File: config.mk
export PLATFORM = sky130hd
export DESIGN_NAME = prog_loader_ctrl
export DESIGN_NICKNAME = d
export VERILOG_FILES = /design/src/rtl/prog_loader_ctrl.sv
export SDC_FILE = /design/constraint.sdc
export NUM_CORES = 1
export LEC_CHECK = 0
export BUFFER_PORTS_ARGS = -buffer_cell sky130_fd_sc_hd__buf_2
export CAP_MARGIN = 20
export CORE_MARGIN = 5
export CORE_UTILIZATION = 40
export CTS_CLUSTER_DIAMETER = 80
export DETAILED_ROUTE_END_ITERATION = 10
export PLACE_DENSITY_LB_ADDON = 0.3
export SYNTH_ARGS = -nofsm -noshare
export SYNTH_HDL_FRONTEND = slang
export SYNTH_SLANG_ARGS = --single-unit
File: constraint.sdc
create_clock -name clk -period 2.69 [get_ports clk]
set_input_delay 0.1345 -clock clk [delete_from_list [all_inputs] [get_ports clk]]
set_output_delay 0.1345 -clock clk [all_outputs]
set_load 0.05 [all_outputs]
File: src/rtl/prog_loader_ctrl.sv
// Framed, checksummed UART program loader for the 256x16 instruction RAM with CPU run gating.
// Build option: define LOADER_AUTORUN_EN to enter run mode automatically after a good frame.
module prog_loader_ctrl #(
  parameter int unsigned TIMEOUT   = 50000,
  parameter logic [7:0]  SYNC_BYTE = 8'hA5
) (
  input  logic        clk,
  input  logic        reset,
  input  logic [7:0]  rx_byte,
  input  logic        rx_valid,
  input  logic        start,
  input  logic        stop,
  output logic        mem_we,
  output logic [7:0]  mem_addr,
  output logic [15:0] mem_wdata,
  output logic        cpu_run,
  output logic        load_done,
  output logic        load_err,
  output logic [8:0]  words_loaded
);

  localparam int unsigned BYTE_W = 8;
  localparam int unsigned DATA_W = 16;
  localparam int unsigned CNT_W  = 9;
  localparam int unsigned TMR_W  = 16;

  typedef enum logic [2:0] {
    S_IDLE, S_LEN, S_ADDR, S_DLO, S_DHI, S_CHK, S_DONE, S_RUN
  } state_e;

  state_e              state_q, state_d;
  logic [BYTE_W-1:0]   sum_q, sum_d;
  logic [BYTE_W-1:0]   ptr_q, ptr_d;
  logic [BYTE_W-1:0]   lo_q, lo_d;
  logic [CNT_W-1:0]    rem_q, rem_d;
  logic [TMR_W-1:0]    tmr_q, tmr_d;
  logic                mem_we_q, mem_we_d;
  logic [BYTE_W-1:0]   mem_addr_q, mem_addr_d;
  logic [DATA_W-1:0]   mem_wdata_q, mem_wdata_d;
  logic                cpu_run_q, cpu_run_d;
  logic                load_done_q, load_done_d;
  logic                load_err_q, load_err_d;
  logic [CNT_W-1:0]    words_q, words_d;
  logic                in_frame_c;
  logic                sync_hit_c;
  logic                timeout_hit_c;
  logic [BYTE_W-1:0]   sum_add_c;

`ifdef LOADER_AUTORUN_EN
  logic unused_start;
  assign unused_start = start;
`endif

  // State and output registers
  always_ff @(posedge clk) begin
    if (reset) begin
      state_q     <= S_IDLE;
      sum_q       <= '0;
      ptr_q       <= '0;
      lo_q        <= '0;
      rem_q       <= '0;
      tmr_q       <= '0;
      mem_we_q    <= 1'b0;
      mem_addr_q  <= '0;
      mem_wdata_q <= '0;
      cpu_run_q   <= 1'b0;
      load_done_q <= 1'b0;
      load_err_q  <= 1'b0;
      words_q     <= '0;
    end else begin
      state_q     <= state_d;
      sum_q       <= sum_d;
      ptr_q       <= ptr_d;
      lo_q        <= lo_d;
      rem_q       <= rem_d;
      tmr_q       <= tmr_d;
      mem_we_q    <= mem_we_d;
      mem_addr_q  <= mem_addr_d;
      mem_wdata_q <= mem_wdata_d;
      cpu_run_q   <= cpu_run_d;
      load_done_q <= load_done_d;
      load_err_q  <= load_err_d;
      words_q     <= words_d;
    end
  end

  // Next-state and output decode
  always_comb begin
    state_d     = state_q;
    sum_d       = sum_q;
    ptr_d       = ptr_q;
    lo_d        = lo_q;
    rem_d       = rem_q;
    tmr_d       = '0;
    mem_we_d    = 1'b0;
    mem_addr_d  = mem_addr_q;
    mem_wdata_d = mem_wdata_q;
    load_done_d = load_done_q;
    load_err_d  = load_err_q;
    words_d     = words_q;

    in_frame_c    = (state_q == S_LEN) || (state_q == S_ADDR) || (state_q == S_DLO) ||
                    (state_q == S_DHI) || (state_q == S_CHK);
    sync_hit_c    = rx_valid && (rx_byte == SYNC_BYTE);
    sum_add_c     = sum_q + rx_byte;
    timeout_hit_c = 1'b0;

    // Idle-gap counter; a byte arriving when the limit is reached still counts
    if (in_frame_c && !rx_valid) begin
      if (tmr_q == TMR_W'(TIMEOUT)) begin
        timeout_hit_c = 1'b1;
      end else begin
        tmr_d = tmr_q + TMR_W'(1);
      end
    end

    case (state_q)
      S_IDLE: begin
        if (sync_hit_c) begin
          state_d     = S_LEN;
          load_done_d = 1'b0;
          load_err_d  = 1'b0;
          words_d     = '0;
          sum_d       = '0;
        end
      end
      S_LEN: begin
        if (rx_valid) begin
          rem_d   = (rx_byte == '0) ? CNT_W'(256) : CNT_W'(rx_byte);
          sum_d   = sum_add_c;
          state_d = S_ADDR;
        end
      end
      S_ADDR: begin
        if (rx_valid) begin
          ptr_d   = rx_byte;
          sum_d   = sum_add_c;
          state_d = S_DLO;
        end
      end
      S_DLO: begin
        if (rx_valid) begin
          lo_d    = rx_byte;
          sum_d   = sum_add_c;
          state_d = S_DHI;
        end
      end
      S_DHI: begin
        if (rx_valid) begin
          mem_we_d    = 1'b1;
          mem_addr_d  = ptr_q;
          mem_wdata_d = {rx_byte, lo_q};
          ptr_d       = ptr_q + BYTE_W'(1);
          words_d     = words_q + CNT_W'(1);
          rem_d       = rem_q - CNT_W'(1);
          sum_d       = sum_add_c;
          state_d     = (rem_q == CNT_W'(1)) ? S_CHK : S_DLO;
        end
      end
      S_CHK: begin
        if (rx_valid) begin
          if (sum_add_c == '0) begin
            state_d     = S_DONE;
            load_done_d = 1'b1;
          end else begin
            state_d    = S_IDLE;
            load_err_d = 1'b1;
          end
        end
      end
      S_DONE: begin
`ifdef LOADER_AUTORUN_EN
        if (sync_hit_c) begin
          state_d     = S_LEN;
          load_done_d = 1'b0;
          load_err_d  = 1'b0;
          words_d     = '0;
          sum_d       = '0;
        end else if (!stop) begin
          state_d = S_RUN;
        end
`else
        if (start && !stop) begin
          state_d = S_RUN;
        end else if (sync_hit_c) begin
          state_d     = S_LEN;
          load_done_d = 1'b0;
          load_err_d  = 1'b0;
          words_d     = '0;
          sum_d       = '0;
        end
`endif
      end
      S_RUN: begin
        if (stop) begin
          state_d = S_IDLE;
        end
      end
      default: state_d = S_IDLE;
    endcase

    if (timeout_hit_c) begin
      state_d    = S_IDLE;
      load_err_d = 1'b1;
    end

    cpu_run_d = (state_d == S_RUN);
  end

  assign mem_we       = mem_we_q;
  assign mem_addr     = mem_addr_q;
  assign mem_wdata    = mem_wdata_q;
  assign cpu_run      = cpu_run_q;
  assign load_done    = load_done_q;
  assign load_err     = load_err_q;
  assign words_loaded = words_q;

endmodule

# After elaboration in Yosys (flattened, before gate mapping)
# Cells that the tools add are included.
# op_classes
n_addsub	5
multipliers	0
n_div	0
n_lt_le_gt_ge	0
n_eq_ne	21
n_shift	0
n_mux	41
n_bitwise	2
reduce_logical	29
# ops
operator	n
2-to-1 mux 9 bit	6
2-to-1 mux 8 bit	5
2-to-1 mux 3 bit	11
case mux 9 bit (3 select lines)	1
case mux 3 bit (8 select lines)	1
case mux 8 bit (3 select lines)	1
case mux 9 bit (2 select lines)	1
adder 16 x 1 -> 16 bit (second input constant)	1
equality test 16 bit (second input constant)	1
logical NOT 8 bit	2
case mux 8 bit (2 select lines)	1
equality test 3 bit (second input constant)	5
2-to-1 mux 1 bit	12
AND reduction 3 bit	4
inequality test 2 bit (second input constant)	5
adder 9 x 1 -> 9 bit (second input constant)	1
equality test 9 x 1 -> 1 bit (second input constant)	1
inequality test 3 bit (second input constant)	3
nonzero test 3 bit	3
subtractor 9 x 1 -> 9 bit (second input constant)	1
adder 8 x 1 -> 8 bit (second input constant)	1
adder 8 bit	1
equality test 8 bit (second input constant)	1
AND reduction 4 bit	2
other kinds (15)	27
# word_totals
ff_bits	89
latchBits	0
mem_bits_rw	0
mem_bits_ro	0
wordCells	111
mem_count	0

# Logic depth before layout (Yosys ltp)
# Gate-level depths: netlist of run 1.
# logic_depth
word_depth	9
mapped_depth	8

# Worst setup path before layout of run 1
# No wires, ideal clock.
# synth_path
path_type	register -> register
start	register sum_q[0]
end	register load_err_q (netlist: load_err)
setup_ps	122
t_arrival_ps	2233
required_time_ps	2568
setup_slack_ps	335
stages_incl_launch_ff	8
n_path_buf	0
period_less_slack_ps	2355
cell_sequence	dfxtp_1 ha_1 fa_1 xor2_1 or4_1 nor3_1 nand4_1 a221o_1
# synth_between
elab_chain_cells	4
# synth_lines
item	line_no	text
from (decl)	32	logic [BYTE_W-1:0] sum_q, sum_d;
from (signal assigned)	72	sum_q <= sum_d;
adder 8 bit	105	sum_add_c = sum_q + rx_byte;
logical NOT 8 bit	162	if (sum_add_c == '0) begin
inequality test 3 bit (no line)	-	
AND reduction 4 bit (no line)	-	
to (signal assigned)	82	load_err_q <= load_err_d;
to (decl)	42	logic load_err_q, load_err_d;
# No other way between the ends.
# A chain may end at the register's enable or synchronous reset.

# Worst setup path in the final report of run 1
# Same ends and word-level chain as after synthesis.

==> run summary, run 1 <==
Clock share of power: 0.384
Core area: 0.01084 mm^2
Initial DRC count: 275
Post-synth ARST share: 0
Vias/cell: 5.459
I/O Buffers: 49
GRT overflow: 0
Total Power: 0.002283 W
Status: complete, no violations
Post CTS Setup Buffer Count: 0
Fin crit period: 2599 ps
Slowest-stage cell, CP: a2111oi_1
Largest net degree at the start of global routing: 63
CTS tree: yes
Final setup vio count: 0
Crit. path cell count: 7
RSZ-0062 raised after global routing: no
Distinct cells, synth: 63
Sequential group share of total power: 0.577
Cells after Synth: 564
GR Util All Layers: 0.1724
CTS root buffer: clkbuf_8
Pre-CTS setup slack: 136.7 ps
DR top layer: met4
Min-delay worst type: input pin to register
M1 WL: 4985 um
Data arrival, critical path: 2920 ps
Clock tree sinks: 89
Reg2reg path depth: 7
CP cell instances: ha_1 -> fa_1 -> xor2_1 -> or4_1 -> a2111oi_1 -> a31o_2 -> a221o_1
Met2 wire len: 5101 um
Clock Latency Late Sink: 380 ps
Row cnt: 38
P_leak: 1.878 nW
Kind of end point of the critical path: register
Die X-Extent: 115.0 um
GPL Wtd Cong: 0.8999
Worst-Margin Slew: 781.4 ps
First-pass GRT wire length: 18,440 um
Critical Path Source Type: register
Hold Path Stages: 3
Initial Util: 0.4070
Yosys reg bits: 89
Psw: 0.0005943 W
Sequential area share after synthesis: 0.4039
Internal power: 0.001689 W
Main synth FF type: dfxtp_1
Synthesized area: 0.004412 mm^2
Syn avg cell area: 7.822 um^2
Drt wl/cell: 14.66 um
Fin nets: 630
Peak supply drop: 0.2911 mV
Slew HR: 0.4791
Final Slew Violations: 0
Diode count: 0
Commonest non-fill, non-tap cell in the layout: nand2_1
Final ANT Viol Nets: 0
Cell family with most CP delay: compound AO/OA/AOI/OAI gates
Die area: 0.01323 mm^2
Dpl hpwl: 7685 um
H-tree Lvls: 3
Crit Path Class: register to register
Layout cells sized above 1: 0.1398
Slowest stage delay, CP: 550 ps
Skew final: 10.48 ps
Synth warn: 0
Antenna violations before repair: 0
Routed wire length: 10,970 um
Crit path required time: 3010 ps
Fin crit share: 0.9660
Drc violations: 0
Hold-fix buffer count after cts: 0
Fmax: 384.8 MHz
Buf+Inv Stages, Crit Path: 0
Clk buf depth: 2
Final core occ: 0.4581
Syn Nets: 591
Final hold vios: 0
Number of CTS-inserted buffers: 9
Net Sw Frac: 0.2603
Vias in the first global route: 3,804
Pre-Repair DR Iteration Count: 5
Routed wire length on met3: 686 um
Ports: 50
Clock transition at path regs: 100 ps
Area delta synth->final: 12.56%
Most frequent cells in the layout: 107 x nand2_1, 89 x dfxtp_1, 67 x a21oi_1
Pwr dens: 459.8 mW/mm^2
Final worst slack: 91.35 ps
Max-cap viol count: 0
Logic pwr share: 0.039
Number of synthesized flops with an enable pin: 0
Via count: 4,083
Die Ht: 115.0 um
CP Max Fanout: 3
Post-route setup TNS: 0 ps
## cell usage after synthesis (4+ instances only)
library cell / n / area, um^2
and3_1: 11 / 68.82
nand3_1: 20 / 100.1
a211oi_1: 4 / 30.03
xnor2_1: 11 / 96.34
nand2b_1: 6 / 37.54
nor2b_1: 4 / 25.02
a21oi_1: 67 / 335.3
nor3_1: 10 / 50.05
ha_1: 13 / 162.7
inv_1: 11 / 41.29
dfxtp_1: 89 / 1782
a21o_1: 5 / 37.54
clkbuf_1: 26 / 97.59
a22oi_1: 5 / 37.54
o21ai_0: 22 / 110.1
or3_1: 7 / 43.79
nand2_1: 107 / 401.6
xor2_1: 18 / 157.7
nor2_1: 58 / 217.7
nand4_1: 8 / 50.05
## final timing paths
kind | start | slack (ps) | end
min | rx_byte[3] | 40 | mem_wdata[11]$_SDFFE_PP0P_
min reg2reg | mem_wdata[2]$_SDFFE_PP0P_ | 460 | mem_wdata[2]$_SDFFE_PP0P_
max reg2reg | sum_q[0]$_SDFFE_PP0P_ | 90 | load_err$_SDFFE_PP0P_
max | sum_q[0]$_SDFFE_PP0P_ | 90 | load_err$_SDFFE_PP0P_
## per-layer routing
metal  GRT usage  vias up
met5           0        -
met4     0.07277        0
met3     0.04421       17
met2      0.2751      120
met1      0.2213     1903
li1            -     2043
## registers in the layout, indices dropped and copies added, names as in the netlist, 3 cells and up
name / count
tmr_q: 16
ptr_q: 8
state_q: 3
lo_q: 8
words_loaded: 9
sum_q: 8
rem_q: 9
mem_wdata: 16
mem_addr: 8
## repair_timing
action                                  CTS  global route
hold endpoints to repair                  0             0
resized for setup                         0             3
endpoints found under the setup margin    0             3
## power groups by stage
stage | Combinational, W | Sequential, W | Clock [W]
2_1_floorplan | 0.0000520 | 0.00135 | 0
3_3_place_gp | 0.0000867 | 0.00135 | 0
3_5_place_dp | 0.0000881 | 0.00135 | 0
4_1_cts | 0.0000885 | 0.00132 | 0.000902
5_1_grt | 0.0000984 | 0.00132 | 0.000954
6_report | 0.0000898 | 0.00132 | 0.000877
## per-stage QoR
step	instances	hold WS, ps	instance area [um^2]
after CTS	748	28.28	4952
final	748	40.76	4966
after floorplan	564	270.5	4412
after detailed placement	732	443.2	4772
after global routing	748	40.62	4966
after global placement	732	431.1	4772
## tightest hold or removal path, stage by stage
cell and delay (ps):
buf_2 140, nand2_1 60, a21oi_1 50
## kinds of logic after synthesis
group | Yosys count | share of synthesized area
buffers and inverters | 39 | 0.03488
AOI/OAI and AO/OA | 137 | 0.1914
adders and majority gates | 14 | 0.04141
and+or+nand+nor | 256 | 0.2709
xor gates and xnor gates | 29 | 0.05757
DFF | 89 | 0.4039
## area by class of cell
class	count	area (um^2)
inverters	11	41.29
flip-flops and latches	89	1782
multi-input cells	436	2490
clock buffers	10	127.6
well taps	140	175.2
repair buffers	56	297.8
fillers	1116	5874
clock inverters	6	52.55
Power figures use the tool's default switching activity.
==> run 2, diff against run 1 <==
==> constraint.sdc (replaced) <==
create_clock -name clk -period 2.69 [get_ports clk]
set_input_delay 0 -clock clk [delete_from_list [all_inputs] [get_ports clk]]
set_output_delay 0 -clock clk [all_outputs]
set_load 0.05 [all_outputs]
==> run summary, run 2 (synthesized netlist as in run 1, its figures left out) <==
Post-route setup TNS: 0 ps
Internal power: 0.001879 W
Row cnt: 38
Worst-Margin Slew: 757.3 ps
GR Layer Usage met2: 0.2701
Worst hold slack: 89.80 ps
Psw: 0.0005689 W
GR Util All Layers: 0.1695
Fin nets: 640
Die X-Extent: 115.0 um
CTS root buffer: clkbuf_8
Pwr dens: 480.5 mW/mm^2
GPL Wtd Cong: 0.8768
Layout cells sized above 1: 0.1375
H-tree Lvls: 3
CP Max Fanout: 6
Post-route design area: 0.005095 mm^2
Clock transition at path regs: 80 ps
Clock Latency Late Sink: 370 ps
Largest net degree at the start of global routing: 49
Kind of end point of the critical path: register
First-pass GRT wire length: 18,200 um
Post-Layout Cell Count: 758
Clock tree sinks: 89
Drt wl/cell: 14.32 um
Initial Util: 0.4070
Dpl hpwl: 7705 um
Hold endpoint: cpu_run$_SDFF_PP0_
Fin crit share: 0.9788
Drc violations: 0
Min-delay worst type: input pin to register
Slew HR: 0.4951
Global routing's busiest layer: met2
Via count: 4,069
Buf+Inv Stages, Crit Path: 2
Peak supply drop: 0.2472 mV
Data arrival, critical path: 2900 ps
Number of CTS-inserted buffers: 9
Final setup vio count: 0
Net Sw Frac: 0.2324
Reg2reg path depth: 7
Ports: 50
RSZ-0062 raised after global routing: no
P_leak: 1.948 nW
Crit Path Class: input pin to register
Post CTS Setup Buffer Count: 0
Final ANT Viol Nets: 0
Reg-to-Reg End: cpu_run$_SDFF_PP0_
Die Ht: 115.0 um
Min-delay src: rx_valid
Crit path required time: 2950 ps
GRT overflow: 0
Initial DRC count: 237
Final hold vios: 0
Logic pwr share: 0.040
Dpl cells: 733
Slowest stage delay, CP: 540 ps
Core area: 0.01084 mm^2
Die area: 0.01323 mm^2
Antenna violations before repair: 0
Flop2flop setup slack: 90 ps
Vias in the first global route: 3,827
Met3 GRT Util: 0.03105
CTS tree: yes
CP cell instances: dlygate4sd3_1 -> buf_2 -> ha_1 -> fa_1 -> xor2_1 -> or4_1 -> nor3_1 -> nand4_1 -> a221oi_1
Global routing usage on met1: 0.2235
Area delta synth->final: 15.49%
Fmax: 379.8 MHz
Commonest non-fill, non-tap cell in the layout: nand2_1
Max-cap viol count: 0
Worst r2r src: sum_q[0]$_SDFFE_PP0P_
Final Slew Violations: 0
Clock share of power: 0.422
Cell family with most CP delay: simple AND/OR/NAND/NOR gates
Skew final: 11.46 ps
Pre-Repair DR Iteration Count: 4
Clk buf depth: 2
Status: complete, no violations
Critical Path Source Type: input pin
Vias/cell: 5.368
Diode count: 0
Slowest-stage cell, CP: dlygate4sd3_1
Fin crit period: 2633 ps
Most frequent cells in the layout: 107 x nand2_1, 89 x dfxtp_1, 67 x a21oi_1
Dpl cell area: 0.004780 mm^2
Sequential group share of total power: 0.538
Hold Path Stages: 3
Routed wire length: 10,860 um
I/O Buffers: 49
==> run 2: changes by cell type in the layout (fill, tap and decap cells not counted), sizes merged <==
cell	delta
buf	+1
bufinv	+2
clkbuf	-1
clkinv	+1
clkinvlp	-2
dlygate4sd3	+9
==> run 2: timing repair <==
item                                    4_1_cts  5_1_grt
hold endpoints to repair                     19        0
endpoints found under the setup margin        0        2
hold buffers                                  9        0
gates resized for setup                       0        1
==> run 2: worst max-delay path by stage <==
| stage | from | slack, ps | endpoint | cells after the start |
|---|---|---|---|---|
| final | rx_byte[0] | 60 | cpu_run$_SDFF_PP0_ | 9 |
| after global routing | rx_byte[0] | 8 | cpu_run$_SDFF_PP0_ | 9 |
| after CTS | rx_byte[0] | 90 | load_err$_SDFFE_PP0P_ | 9 |
| after detailed placement | sum_q[0]$_SDFFE_PP0P_ | 140 | load_err$_SDFFE_PP0P_ | 7 |
| after global placement | sum_q[0]$_SDFFE_PP0P_ | 210 | load_err$_SDFFE_PP0P_ | 7 |
| after floorplan | sum_q[0]$_SDFFE_PP0P_ | 340 | load_err$_SDFFE_PP0P_ | 7 |
==> run 2: layout make-up <==
class | instances | area, um^2
Inverter | 11 | 41.29
Sequential cell | 89 | 1782
Multi-Input combinational cell | 436 | 2477
Fill cell | 1091 | 5746
Clock buffer | 9 | 123.9
Clock inverter | 7 | 100.1
Timing Repair Buffer | 66 | 395.4
Tap cell | 140 | 175.2
==> run 2: power by group through the flow <==
stage,Combinational [W],Sequential (W),Clock (W)
finish,0.0000987,0.00132,0.00103
global route,0.000108,0.00132,0.00112
CTS,0.0000981,0.00132,0.00107
detailed placement,0.0000877,0.00135,0
global placement,0.0000865,0.00135,0
floorplan,0.0000520,0.00135,0
==> run 2: worst min-delay path: cells and delay by family <==
kind / cells / cell delay (ps)
AOI/OAI and AO/OA: 2 / 190
buffers and inverters: 1 / 200
==> run 2: layer usage <==
metal | up-vias | share of wire
met3 | 12 | 0.047
met4 | 0 | 0.019
met2 | 88 | 0.47
met5 | - | 0
met1 | 1911 | 0.47
li1 | 2058 | -
==> run 2: per-stage QoR <==
step           power (W)  setup WS, ps  utilization
3_3_place_gp    0.001434         206.9       0.4409
4_1_cts         0.002480         87.97       0.4699
6_report        0.002448         57.00       0.4700
5_1_grt         0.002543         7.800       0.4700
3_5_place_dp    0.001435         136.5       0.4409
2_1_floorplan   0.001399         335.2            -
